===== config.mk =====
export PLATFORM = sky130hd
export DESIGN_NAME = jmp_seq_fsm_flat
export DESIGN_NICKNAME = d
export VERILOG_FILES = /design/src/rtl/jmp_seq_fsm_if.sv /design/src/rtl/jmp_seq_fsm.sv /design/src/flat_wrapper.sv
export SDC_FILE = /design/constraint.sdc
export NUM_CORES = 1
export LEC_CHECK = 0
export ABC_AREA = 1
export ABC_CLOCK_PERIOD_IN_PS = 3100
export CORE_AREA = 4 4 44 50
export CTS_CLUSTER_DIAMETER = 30
export CTS_CLUSTER_SIZE = 24
export DETAILED_ROUTE_END_ITERATION = 12
export DIE_AREA = 0 0 48 54
export PLACE_DENSITY = 0.8
export REMOVE_ABC_BUFFERS = 1
export SKIP_CTS_REPAIR_TIMING = 1
export SYNTH_ARGS = -nofsm -noshare
export SYNTH_HDL_FRONTEND = slang
export SYNTH_SLANG_ARGS = --single-unit

===== constraint.sdc =====
create_clock -name clk -period 3.1 [get_ports clk]
set_input_delay 0.465 -clock clk [delete_from_list [all_inputs] [get_ports clk]]
set_output_delay 0.465 -clock clk [all_outputs]
set_load 0.005 [all_outputs]

===== src/rtl/jmp_seq_fsm_if.sv =====
// jmp_seq_fsm_if
// Bundles the go/jmp control strobes and the sequencer status outputs of
// jmp_seq_fsm so they can be passed as one port.
//   master : drives go, jmp, hold, abort, clr_cnt; observes the status
//   slave  : the sequencer; observes the strobes, drives state, y1, busy,
//            done, wrap_cnt
// SW must equal $clog2(NUM_STATES) of the connected sequencer, and CNT_W must
// equal its CNT_W.
interface jmp_seq_fsm_if #(
    parameter int unsigned SW    = 4,
    parameter int unsigned CNT_W = 8
);
    logic             go;
    logic             jmp;
    logic             hold;
    logic             abort;
    logic             clr_cnt;
    logic [SW-1:0]    state;
    logic             y1;
    logic             busy;
    logic             done;
    logic [CNT_W-1:0] wrap_cnt;

    modport master (
        output go, jmp, hold, abort, clr_cnt,
        input  state, y1, busy, done, wrap_cnt
    );

    modport slave (
        input  go, jmp, hold, abort, clr_cnt,
        output state, y1, busy, done, wrap_cnt
    );
endinterface


===== src/rtl/jmp_seq_fsm.sv =====
// jmp_seq_fsm
// Linear step sequencer S0..S(NUM_STATES-1) started by go, with a jump to
// JMP_TARGET, hold, abort, a one-cycle completion pulse and a saturating
// count of completed passes.
//   clk  : rising-edge clock
//   rst  : synchronous active-high reset
//   bus  : jmp_seq_fsm_if.slave
//          in  go, jmp, hold, abort, clr_cnt
//          out state (registered index), y1 (state == JMP_TARGET),
//              busy (state != 0), done (completion pulse),
//              wrap_cnt (saturating pass count)
module jmp_seq_fsm #(
    parameter int unsigned NUM_STATES = 10,
    parameter int unsigned JMP_TARGET = 3,
    parameter int unsigned CNT_W      = 8
) (
    input  logic          clk,
    input  logic          rst,
    jmp_seq_fsm_if.slave  bus
);
    localparam int unsigned SW = $clog2(NUM_STATES);

    localparam logic [SW-1:0] LAST_ST   = SW'(NUM_STATES - 1);
    localparam logic [SW-1:0] TARGET_ST = SW'(JMP_TARGET);

    // The state itself is a parametrised chain index, so the enum names the
    // kind of transition taken rather than the states.
    typedef enum logic [1:0] {
        ACT_STAY,
        ACT_ZERO,
        ACT_JUMP,
        ACT_ADV
    } act_e;

    act_e             act;
    logic             wrap;
    logic [SW-1:0]    state_q, state_d;
    logic             done_q, done_d;
    logic [CNT_W-1:0] cnt_q, cnt_d;

    always_comb begin
        act     = ACT_STAY;
        state_d = state_q;
        wrap    = 1'b0;
        done_d  = 1'b0;
        cnt_d   = cnt_q;

        if (bus.abort) begin
            act = ACT_ZERO;
        end else if (state_q == '0) begin
            // hold has no meaning before the sequence has started
            if (bus.go) begin
                act = bus.jmp ? ACT_JUMP : ACT_ADV;
            end
        end else if (bus.hold) begin
            act = ACT_STAY;
        end else if (bus.jmp) begin
            act = ACT_JUMP;
        end else begin
            act = ACT_ADV;
        end

        unique case (act)
            ACT_STAY: state_d = state_q;
            ACT_ZERO: state_d = '0;
            ACT_JUMP: state_d = TARGET_ST;
            ACT_ADV: begin
                if (state_q == LAST_ST) begin
                    state_d = '0;
                    wrap    = 1'b1;
                end else begin
                    state_d = state_q + 1'b1;
                end
            end
            default: state_d = state_q;
        endcase

        // Only a plain advance out of the last state is a completed pass.
        done_d = wrap;
        if (bus.clr_cnt) begin
            cnt_d = '0;
        end else if (wrap && (cnt_q != '1)) begin
            cnt_d = cnt_q + 1'b1;
        end
    end

    always_ff @(posedge clk) begin
        if (rst) begin
            state_q <= '0;
            done_q  <= 1'b0;
            cnt_q   <= '0;
        end else begin
            state_q <= state_d;
            done_q  <= done_d;
            cnt_q   <= cnt_d;
        end
    end

    assign bus.state    = state_q;
    assign bus.y1       = (state_q == TARGET_ST);
    assign bus.busy     = (state_q != '0);
    assign bus.done     = done_q;
    assign bus.wrap_cnt = cnt_q;
endmodule


===== src/flat_wrapper.sv =====
// flat-port wrapper written by rule: the top's interface ports become plain ports
module jmp_seq_fsm_flat 
#(
    parameter int unsigned NUM_STATES = 10,
    parameter int unsigned JMP_TARGET = 3,
    parameter int unsigned CNT_W      = 8
)
  (clk, rst, bus_go, bus_jmp, bus_hold, bus_abort, bus_clr_cnt, bus_state, bus_y1, bus_busy, bus_done, bus_wrap_cnt);
  jmp_seq_fsm_if #(.SW(4), .CNT_W(CNT_W)) bus_i ();
  input  logic clk;
  input  logic rst;
  input wire logic [$bits(bus_i.go)-1:0] bus_go;
  input wire logic [$bits(bus_i.jmp)-1:0] bus_jmp;
  input wire logic [$bits(bus_i.hold)-1:0] bus_hold;
  input wire logic [$bits(bus_i.abort)-1:0] bus_abort;
  input wire logic [$bits(bus_i.clr_cnt)-1:0] bus_clr_cnt;
  output wire logic [$bits(bus_i.state)-1:0] bus_state;
  output wire logic [$bits(bus_i.y1)-1:0] bus_y1;
  output wire logic [$bits(bus_i.busy)-1:0] bus_busy;
  output wire logic [$bits(bus_i.done)-1:0] bus_done;
  output wire logic [$bits(bus_i.wrap_cnt)-1:0] bus_wrap_cnt;
  assign bus_i.go = bus_go;
  assign bus_i.jmp = bus_jmp;
  assign bus_i.hold = bus_hold;
  assign bus_i.abort = bus_abort;
  assign bus_i.clr_cnt = bus_clr_cnt;
  assign bus_state = bus_i.state;
  assign bus_y1 = bus_i.y1;
  assign bus_busy = bus_i.busy;
  assign bus_done = bus_i.done;
  assign bus_wrap_cnt = bus_i.wrap_cnt;
  jmp_seq_fsm #(.NUM_STATES(NUM_STATES), .JMP_TARGET(JMP_TARGET), .CNT_W(CNT_W)) u_core (.clk(clk), .rst(rst), .bus(bus_i));
endmodule

* Word-level counts from Yosys, hierarchy flattened
Cells that the tools add are included.
** Word-level totals
- Bits in registers :: 13
- Bits in latches :: 0
- Memory bits (writable) :: 0
- Bits in read-only memories :: 0
- Memories kept :: 0
** Cells by class
- $add $sub $neg :: 2
- Multiply operators :: 0
- Div/mod/pow operators :: 0
- Order comparisons :: 0
- Equal/unequal tests :: 6
- Shift-type cells :: 0
- Mux-type cells :: 9
- Bitwise logic cells :: 0
- Reduce and logical (&&, ||, !) cells :: 5
** Operators by type and width (number)
- 4-bit one-hot mux with 3 select lines :: 1
- 8-bit by 1-bit adder with 8-bit output (second input constant) :: 1
- 2-bit two-way mux :: 4
- 8-bit inequality test (second input constant) :: 1
- 4-bit by 1-bit adder with 4-bit output (second input constant) :: 1
- 2-bit == test (second input constant) :: 2
- 4-bit by 2-bit == test with 1-bit output (second input constant) :: 1
- 4-bit == test (second input constant) :: 1
- 4-bit zero test :: 1
- 4-bit two-way mux :: 1
- 4-bit nonzero test :: 1
- 1-bit two-way mux :: 3
- 2-bit by 1-bit == test with 1-bit output (second input constant) :: 1
- 2-bit zero test :: 1
- 2-bit OR reduction :: 1
- 1-bit logical AND :: 1

* Longest topological paths before layout
Gate-level depths: netlist (run 1).
- Depth after elaboration :: 7
- Depth in mapped cells :: 11
- Mapped depth without buffers :: 11

* Worst setup path before layout (run 1)
No wires, ideal clock.
- Path type :: reg-to-reg
- From :: reg u_core.state_q[0], in the netlist u_core.bus.state[0]
- To :: reg u_core.cnt_q[6], in the netlist u_core.bus.wrap_cnt[6]
- Data arrival time :: 1.335 ns
- Required time :: 2.986 ns
- Path slack :: 1.651 ns
- Cell stages (with the launch flop) :: 9
- Clock period less this slack :: 1.449 ns
- Cell sequence :: dfxtp_1 > inv_1 > ha_1 > nand3_1 > nand2_1 > nor2_2 > nand4_2 > nor2_1 > nor2_1
** On the way
- Word-level cells in the longest chain between the ends :: 6
- Elaborated cells between the ends (all ways) :: 8
- Those cells by class :: 2 x eq/ne; 4 x mux; 2 x reduce/logical
** Ends and longest elaborated chain
- start, declared :: RTL line jmp_seq_fsm.sv:37 : logic [SW-1:0] state_q, state_d;
- start signal, assigned :: RTL line jmp_seq_fsm.sv:93 : state_q <= state_d;
- 4-bit zero test :: RTL line jmp_seq_fsm.sv:50 : end else if (state_q == '0) begin
- 2-bit two-way mux :: RTL line jmp_seq_fsm.sv:50
- 2-bit two-way mux :: RTL line jmp_seq_fsm.sv:48 : if (bus.abort) begin
- 2-bit == test :: RTL line jmp_seq_fsm.sv:63 : unique case (act)
- 1-bit two-way mux * :: RTL line jmp_seq_fsm.sv:63
- 1-bit logical AND * :: RTL line jmp_seq_fsm.sv:82 : end else if (wrap && (cnt_q != '1)) begin
- end signal, assigned :: RTL line jmp_seq_fsm.sv:95 : cnt_q <= cnt_d;
- end, declared :: RTL line jmp_seq_fsm.sv:39 : logic [CNT_W-1:0] cnt_q, cnt_d;
Every way passes the cells marked *; elsewhere a longest branch is shown, timed or not.
A chain may end at the register's enable or synchronous reset.

* Final worst setup path (run 1)
- From :: reg u_core.state_q[0], in the netlist u_core.bus.state[0]
- To :: out bus_busy
** On the way
- Word-level cells in the longest chain between the ends :: 1
** Ends and longest elaborated chain
- 4-bit nonzero test :: RTL line jmp_seq_fsm.sv:101 : assign bus.busy = (state_q != '0);
- end, declared :: RTL line flat_wrapper.sv:19 : output wire logic [$bits(bus_i.busy)-1:0] bus_busy;
No other way between the ends.

==> results.py, run 1 <==
metrics = {
    "power": {
        "ir_drop_mv": 0.2169,
        "powerDensity_nw_per_um2": 312.2,
        "leakagePower_uw": 0.0004566,
    },
    "worst_hold_path": {
        "hp-class": "flip-flop to flip-flop",
        "hp-start": "u_core.bus.wrap_cnt[3]$_SDFFE_PP0P_",
    },
    "worst_setup_path": {
        "cp.required_ps": 2630,
        "critPathLaunchType": "flip-flop",
        "worstSetupEndpointType": "output port",
        "crit_path_max_fanout": 6,
        "crit_type": "flip-flop to output port",
        "reg2reg_from": "u_core.bus.state[0]$_SDFFE_PP0P_",
        "critical_path.startpoint": "u_core.bus.state[0]$_SDFFE_PP0P_",
        "cp.arrival_ps": 1720,
    },
    "timing": {
        "finalCritPeriodShare_pct": 70.52,
        "finalMaxSlewViolations": 0,
        "timing.slew.headroom_pct": 79.05,
        "rsz0062_at_grt": "no",
        "fin_ws_ps": 913.9,
        "timing.hold.ws_ps": 512.2,
        "period_needed_ps": 2186,
        "fin_skew_ps": 9.051,
        "fmax_mhz": 457.4,
        "finalSetupViolations": 0,
        "hold_violations": 0,
        "timing.setup.tns_ps": 0,
        "worstMarginPinSlew_ps": 313.6,
    },
    "job": {
        "maxCapViolations": 0,
    },
    "synthesis": {
        "synth_area_um2": 834.6,
        "yosys_warnings": 0,
        "yosysUniqueCellTypes": 21,
        "ys_seq_elements": 13,
        "yosysSeqAreaShare_pct": 31.18,
        "avgSynthCellArea_um2": 7.133,
        "syn_inst": 117,
    },
    "global_route": {
        "grt_util_met3_pct": 3.344,
        "grt_pass1_vias": 768,
        "grt_pass1_wl_um": 3180,
        "grt_max_degree": 9,
        "use_met1_pct": 20.60,
        "grt.busiest_layer": "met2",
        "antenna_found_initial": 0,
        "grt_usage_pct": 17.15,
        "overflow": 0,
        "use_met2_pct": 28.63,
    },
    "layout": {
        "layout_common_cells": "26 x nand2_1, 21 x clkdlybuf4s50_1, 15 x nand3_1, 14 x inv_1, 13 x dfxtp_1",
        "area_growth_pct": 31.03,
        "antenna_cells": 0,
        "fin_nets": 154,
        "fill_cells": 162,
        "layout_commonest_cell": "nand2_1",
        "drive_above_1_share_pct": 10.56,
    },
    "routing": {
        "viasPerCell": 5.313,
        "drtPass1Iterations": 4,
        "wire_per_inst_um": 12.21,
        "ant_nets": 0,
        "routed_wl_um": 1953,
        "initialDrtViolationCount": 12,
        "drc": 0,
        "via_count": 850,
    },
    "clock_network": {
        "numClockSinks": 13,
        "cts_tree": "yes",
        "cts_buffer_depth": 2,
        "path_clk_slew_ps": 90,
        "cts-htree-levels": 1,
        "cts_made_buffers": 3,
        "insertion_delay_ps": 280,
        "root_buffer": "clkbuf_4",
    },
    "run_status": {
        "status": "completed",
    },
    "placement": {
        "io_buffers": 21,
        "place_hpwl_um": 1483,
        "dp_worst_setup_slack_ps": 1222,
        "gp_congestion": 0.8616,
    },
    "die": {
        "start_util_pct": 48.47,
        "ios": 22,
        "core_um2": 1722,
        "die_w_um": 48,
        "num_rows": 16,
        "die_area_um2": 2592,
        "fp.dieH_um": 54,
    },
}
## layout make-up
class	count	area, µm²	share of cell area [%]
multi-input combinational	90	521.8	47.71
sequential	13	260.3	23.80
timing repair buffer	21	210.2	19.22
inverter	14	52.55	4.805
clock buffer	4	26.28	2.403
tap	18	22.52	2.059
## worst paths after layout
| kind | endpoint | slack [ps] | cells past startpoint |
|---|---|---|---|
| worst min register to register | u_core.bus.wrap_cnt[3]$_SDFFE_PP0P_ | 510 | 2 |
| worst max-delay path | bus_busy | 910 | 4 |
| worst max register to register | u_core.bus.wrap_cnt[7]$_SDFFE_PP0P_ | 1380 | 8 |
| worst min-delay path | u_core.bus.wrap_cnt[3]$_SDFFE_PP0P_ | 510 | 2 |
## Yosys cell counts
library cell | number | share of area [%]
nor3b_1 | 2 | 1.8
nand2_4 | 1 | 1.3
nor2_1 | 11 | 4.9
ha_1 | 4 | 6.0
nor2_4 | 1 | 1.3
nand4_2 | 1 | 1.5
nor2_2 | 1 | 0.75
a211oi_1 | 1 | 0.90
a21oi_1 | 10 | 6.0
nand3_1 | 15 | 9.0
nor3_1 | 2 | 1.2
inv_1 | 14 | 6.3
nor2_8 | 1 | 2.4
nand3_4 | 1 | 2.1
nand4_1 | 1 | 0.75
nand3_2 | 2 | 2.4
dfxtp_1 | 13 | 31
nand2_1 | 26 | 12
o21ai_0 | 2 | 1.2
nand2_2 | 4 | 3.0
xor2_1 | 4 | 4.2
## per-stage QoR
step | cells | util, % | instance area (µm²) | power [µW]
after detailed placement | 156 | 61.99 | 1067 | 239.1
after floorplan | 117 | - | 834.6 | 213.7
after global placement | 156 | 61.99 | 1067 | 237.2
final | 160 | 63.52 | 1094 | 341.4
after global routing | 160 | 63.52 | 1094 | 358.8
after CTS | 160 | 63.52 | 1094 | 342.5
## state kept, by name, indices dropped and copies added, names as in the netlist
register	cells
u_core.bus.state	4
u_core.bus.wrap_cnt	8
u_core.bus.done	1
## worst max-delay path: stages (launching register included)
cell	delay, ps
dfxtp_1	450
inv_1	90
ha_1	280
nand2_4	110
clkdlybuf4s50_1	510
## routing by layer
metal / share of wire (%) / wire (µm) / vias to the layer above
met1: 43 / 842 / 396
met3: 4.1 / 80 / 2
met5: 0 / 0 / -
met2: 52 / 1023 / 18
li1: - / - / 434
met4: 0.36 / 7 / 0
## power breakdown
| part | total [µW] | internal [µW] | switching (µW) |
|---|---|---|---|
| registers | 173 | 169 | 3.43 |
| logic | 62.5 | 28.9 | 33.5 |
| clock network | 106 | 49.8 | 56.5 |
| total | 341 | 248 | 93.4 |
## cell families after synthesis
kind of cell               after synthesis  synth area share (%)
AOI/OAI and AO/OA                       13                 8.097
xor gates and xnor gates                 4                 4.197
adders and majority gates                4                 5.997
buffers and inverters                   14                 6.297
DFF                                     13                 31.18
and+or+nand+nor                         69                 44.23
Note: power is estimated with default switching activity, not from simulation.
==> run 2: changes to the inputs <==
ABC_CLOCK_PERIOD_IN_PS = 2250   (was 3100)
CORE_AREA = 4 4 46 52   (was 4 4 44 50)
DIE_AREA = 0 0 50 56   (was 0 0 48 54)
PLACE_DENSITY = 0.74   (was 0.8)
clock period = 2.25 ns   (was 3.1 ns; I/O delays follow)
==> run 2 against run 1 <==
Compared with the run above: die area is 8.0% higher; combinational power is 37% higher; count of clock-buffer cells in the layout stayed put; worst hold slack worse by 7.4 ps; critical path depth stayed put; sequential cell count stayed put; clock power is 34% higher.
==> results.py, run 2 (synthesized netlist as in run 1, its figures left out) <==
metrics = {
    "routing": {
        "via_count": 842,
        "ant_nets": 0,
        "drtPass1Iterations": 4,
        "wire_per_inst_um": 10.96,
        "routed_wl_um": 1863,
        "drc": 0,
        "viasPerCell": 4.953,
        "initialDrtViolationCount": 26,
    },
    "power": {
        "leakagePower_uw": 0.0004566,
        "ir_drop_mv": 0.3062,
        "powerDensity_nw_per_um2": 420.9,
    },
    "timing": {
        "fmax_mhz": 495.5,
        "finalCritPeriodShare_pct": 89.70,
        "fin_ws_ps": 231.7,
        "finalSetupViolations": 0,
        "period_needed_ps": 2018,
        "finalMaxSlewViolations": 0,
        "hold_violations": 0,
        "rsz0062_at_grt": "no",
        "timing.setup.tns_ps": 0,
        "worstMarginPinSlew_ps": 326.5,
        "timing.slew.headroom_pct": 78.21,
        "fin_skew_ps": 5.687,
    },
    "layout": {
        "area_growth_pct": 32.53,
        "drive_above_1_share_pct": 10.56,
        "layout_commonest_cell": "nand2_1",
        "multiInputGateArea_um2": 521.8,
        "fin_nets": 154,
        "largest_reg_flops": 8,
        "fill_cells": 178,
        "finish.utilization_pct": 57.14,
        "antenna_cells": 0,
        "final_cells": 170,
        "area.sequential_um2": 260.3,
        "layout_common_cells": "26 x nand2_1, 21 x clkdlybuf4s50_1, 15 x nand3_1, 14 x inv_1, 13 x dfxtp_1",
    },
    "worst_setup_path": {
        "critPathLaunchType": "flip-flop",
        "critical_path.startpoint": "u_core.bus.state[0]$_SDFFE_PP0P_",
        "cp.required_ps": 1910,
        "crit_chain": "inv_1, ha_1, nand2_4, clkdlybuf4s50_1",
        "crit_path_max_fanout": 6,
        "crit_family": "buffers and inverters",
        "cp.arrival_ps": 1680,
        "cp_slowest_cell": "clkdlybuf4s50_1",
        "slowest_delay_ps": 500,
        "reg2reg_from": "u_core.bus.state[0]$_SDFFE_PP0P_",
        "crit_buf_inv": 2,
        "crit_type": "flip-flop to output port",
        "worstSetupEndpointType": "output port",
    },
    "placement": {
        "io_buffers": 21,
        "dp.cells": 166,
        "place_hpwl_um": 1478,
        "gp_congestion": 0.8443,
        "dp_worst_setup_slack_ps": 472.6,
    },
    "die": {
        "core_um2": 1936,
        "fp.dieH_um": 56,
        "num_rows": 17,
        "ios": 22,
        "die_w_um": 50,
        "die_area_um2": 2800,
        "start_util_pct": 43.12,
    },
    "worst_hold_path": {
        "hp-class": "flip-flop to flip-flop",
        "hp-start": "u_core.bus.wrap_cnt[7]$_SDFFE_PP0P_",
    },
    "clock_network": {
        "numClockSinks": 13,
        "root_buffer": "clkbuf_4",
        "cts-htree-levels": 1,
        "path_clk_slew_ps": 70,
        "cts_buffer_depth": 2,
        "insertion_delay_ps": 270,
        "cts_tree": "yes",
        "cts_made_buffers": 3,
    },
    "global_route": {
        "overflow": 0,
        "grt_pass1_wl_um": 3346,
        "grt_usage_pct": 14.83,
        "antenna_found_initial": 0,
        "grt_max_degree": 9,
        "grt_pass1_vias": 839,
    },
    "run_status": {
        "status": "completed",
    },
    "job": {
        "maxCapViolations": 0,
    },
}
run 2: metrics by stage:
stage | total power, µW | hold WS, ps | cell area [µm²]
6_report | 465.6 | 504.8 | 1106
5_1_grt | 488.1 | 534.2 | 1106
4_1_cts | 470.7 | 506.6 | 1106
3_5_place_dp | 329.1 | 493.4 | 1080
3_3_place_gp | 327.0 | 491.6 | 1080
2_1_floorplan | 294.4 | 406.6 | 834.6
run 2: routing by layer:
metal	global-route usage (%)	part of all wire (%)	routed length [µm]	vias up
li1	-	-	-	433
met1	16.53	45	832	385
met2	25.56	51	946	22
met3	5.094	3.9	73	2
met5	0	0	0	-
met4	5.138	0.59	11	0
run 2: worst register-to-register path: stages (launching register included):
cell	delay [ps]
dfxtp_1	440
inv_1	90
ha_1	270
nand3_1	110
nand2_1	60
nor2_2	160
nand4_2	230
nor2_1	150
nor2_1	60
run 2: path summary, 6_finish.rpt:
kind	depth (start not counted)	slack, ps	endpoint
setup reg to reg	8	580	u_core.bus.wrap_cnt[6]$_SDFFE_PP0P_
hold / removal	2	500	u_core.bus.wrap_cnt[7]$_SDFFE_PP0P_
setup / recovery	4	230	bus_busy
hold reg to reg	2	500	u_core.bus.wrap_cnt[7]$_SDFFE_PP0P_
run 2: final cells by class:
cell class              instances  area share (%)
clock buffers                   4           2.376
multi-input cells              90           47.17
flip-flops and latches         13           23.53
inverters                      14           4.751
well taps                      28           3.167
repair buffers                 21           19.00
run 2: report_power, final:
part           switching (µW)  internal (µW)  total, µW  leakage (µW)
logic                    45.6           39.9       85.5      0.000337
registers                4.60            233        238      0.000105
clock network            73.7           68.7        142     0.0000150
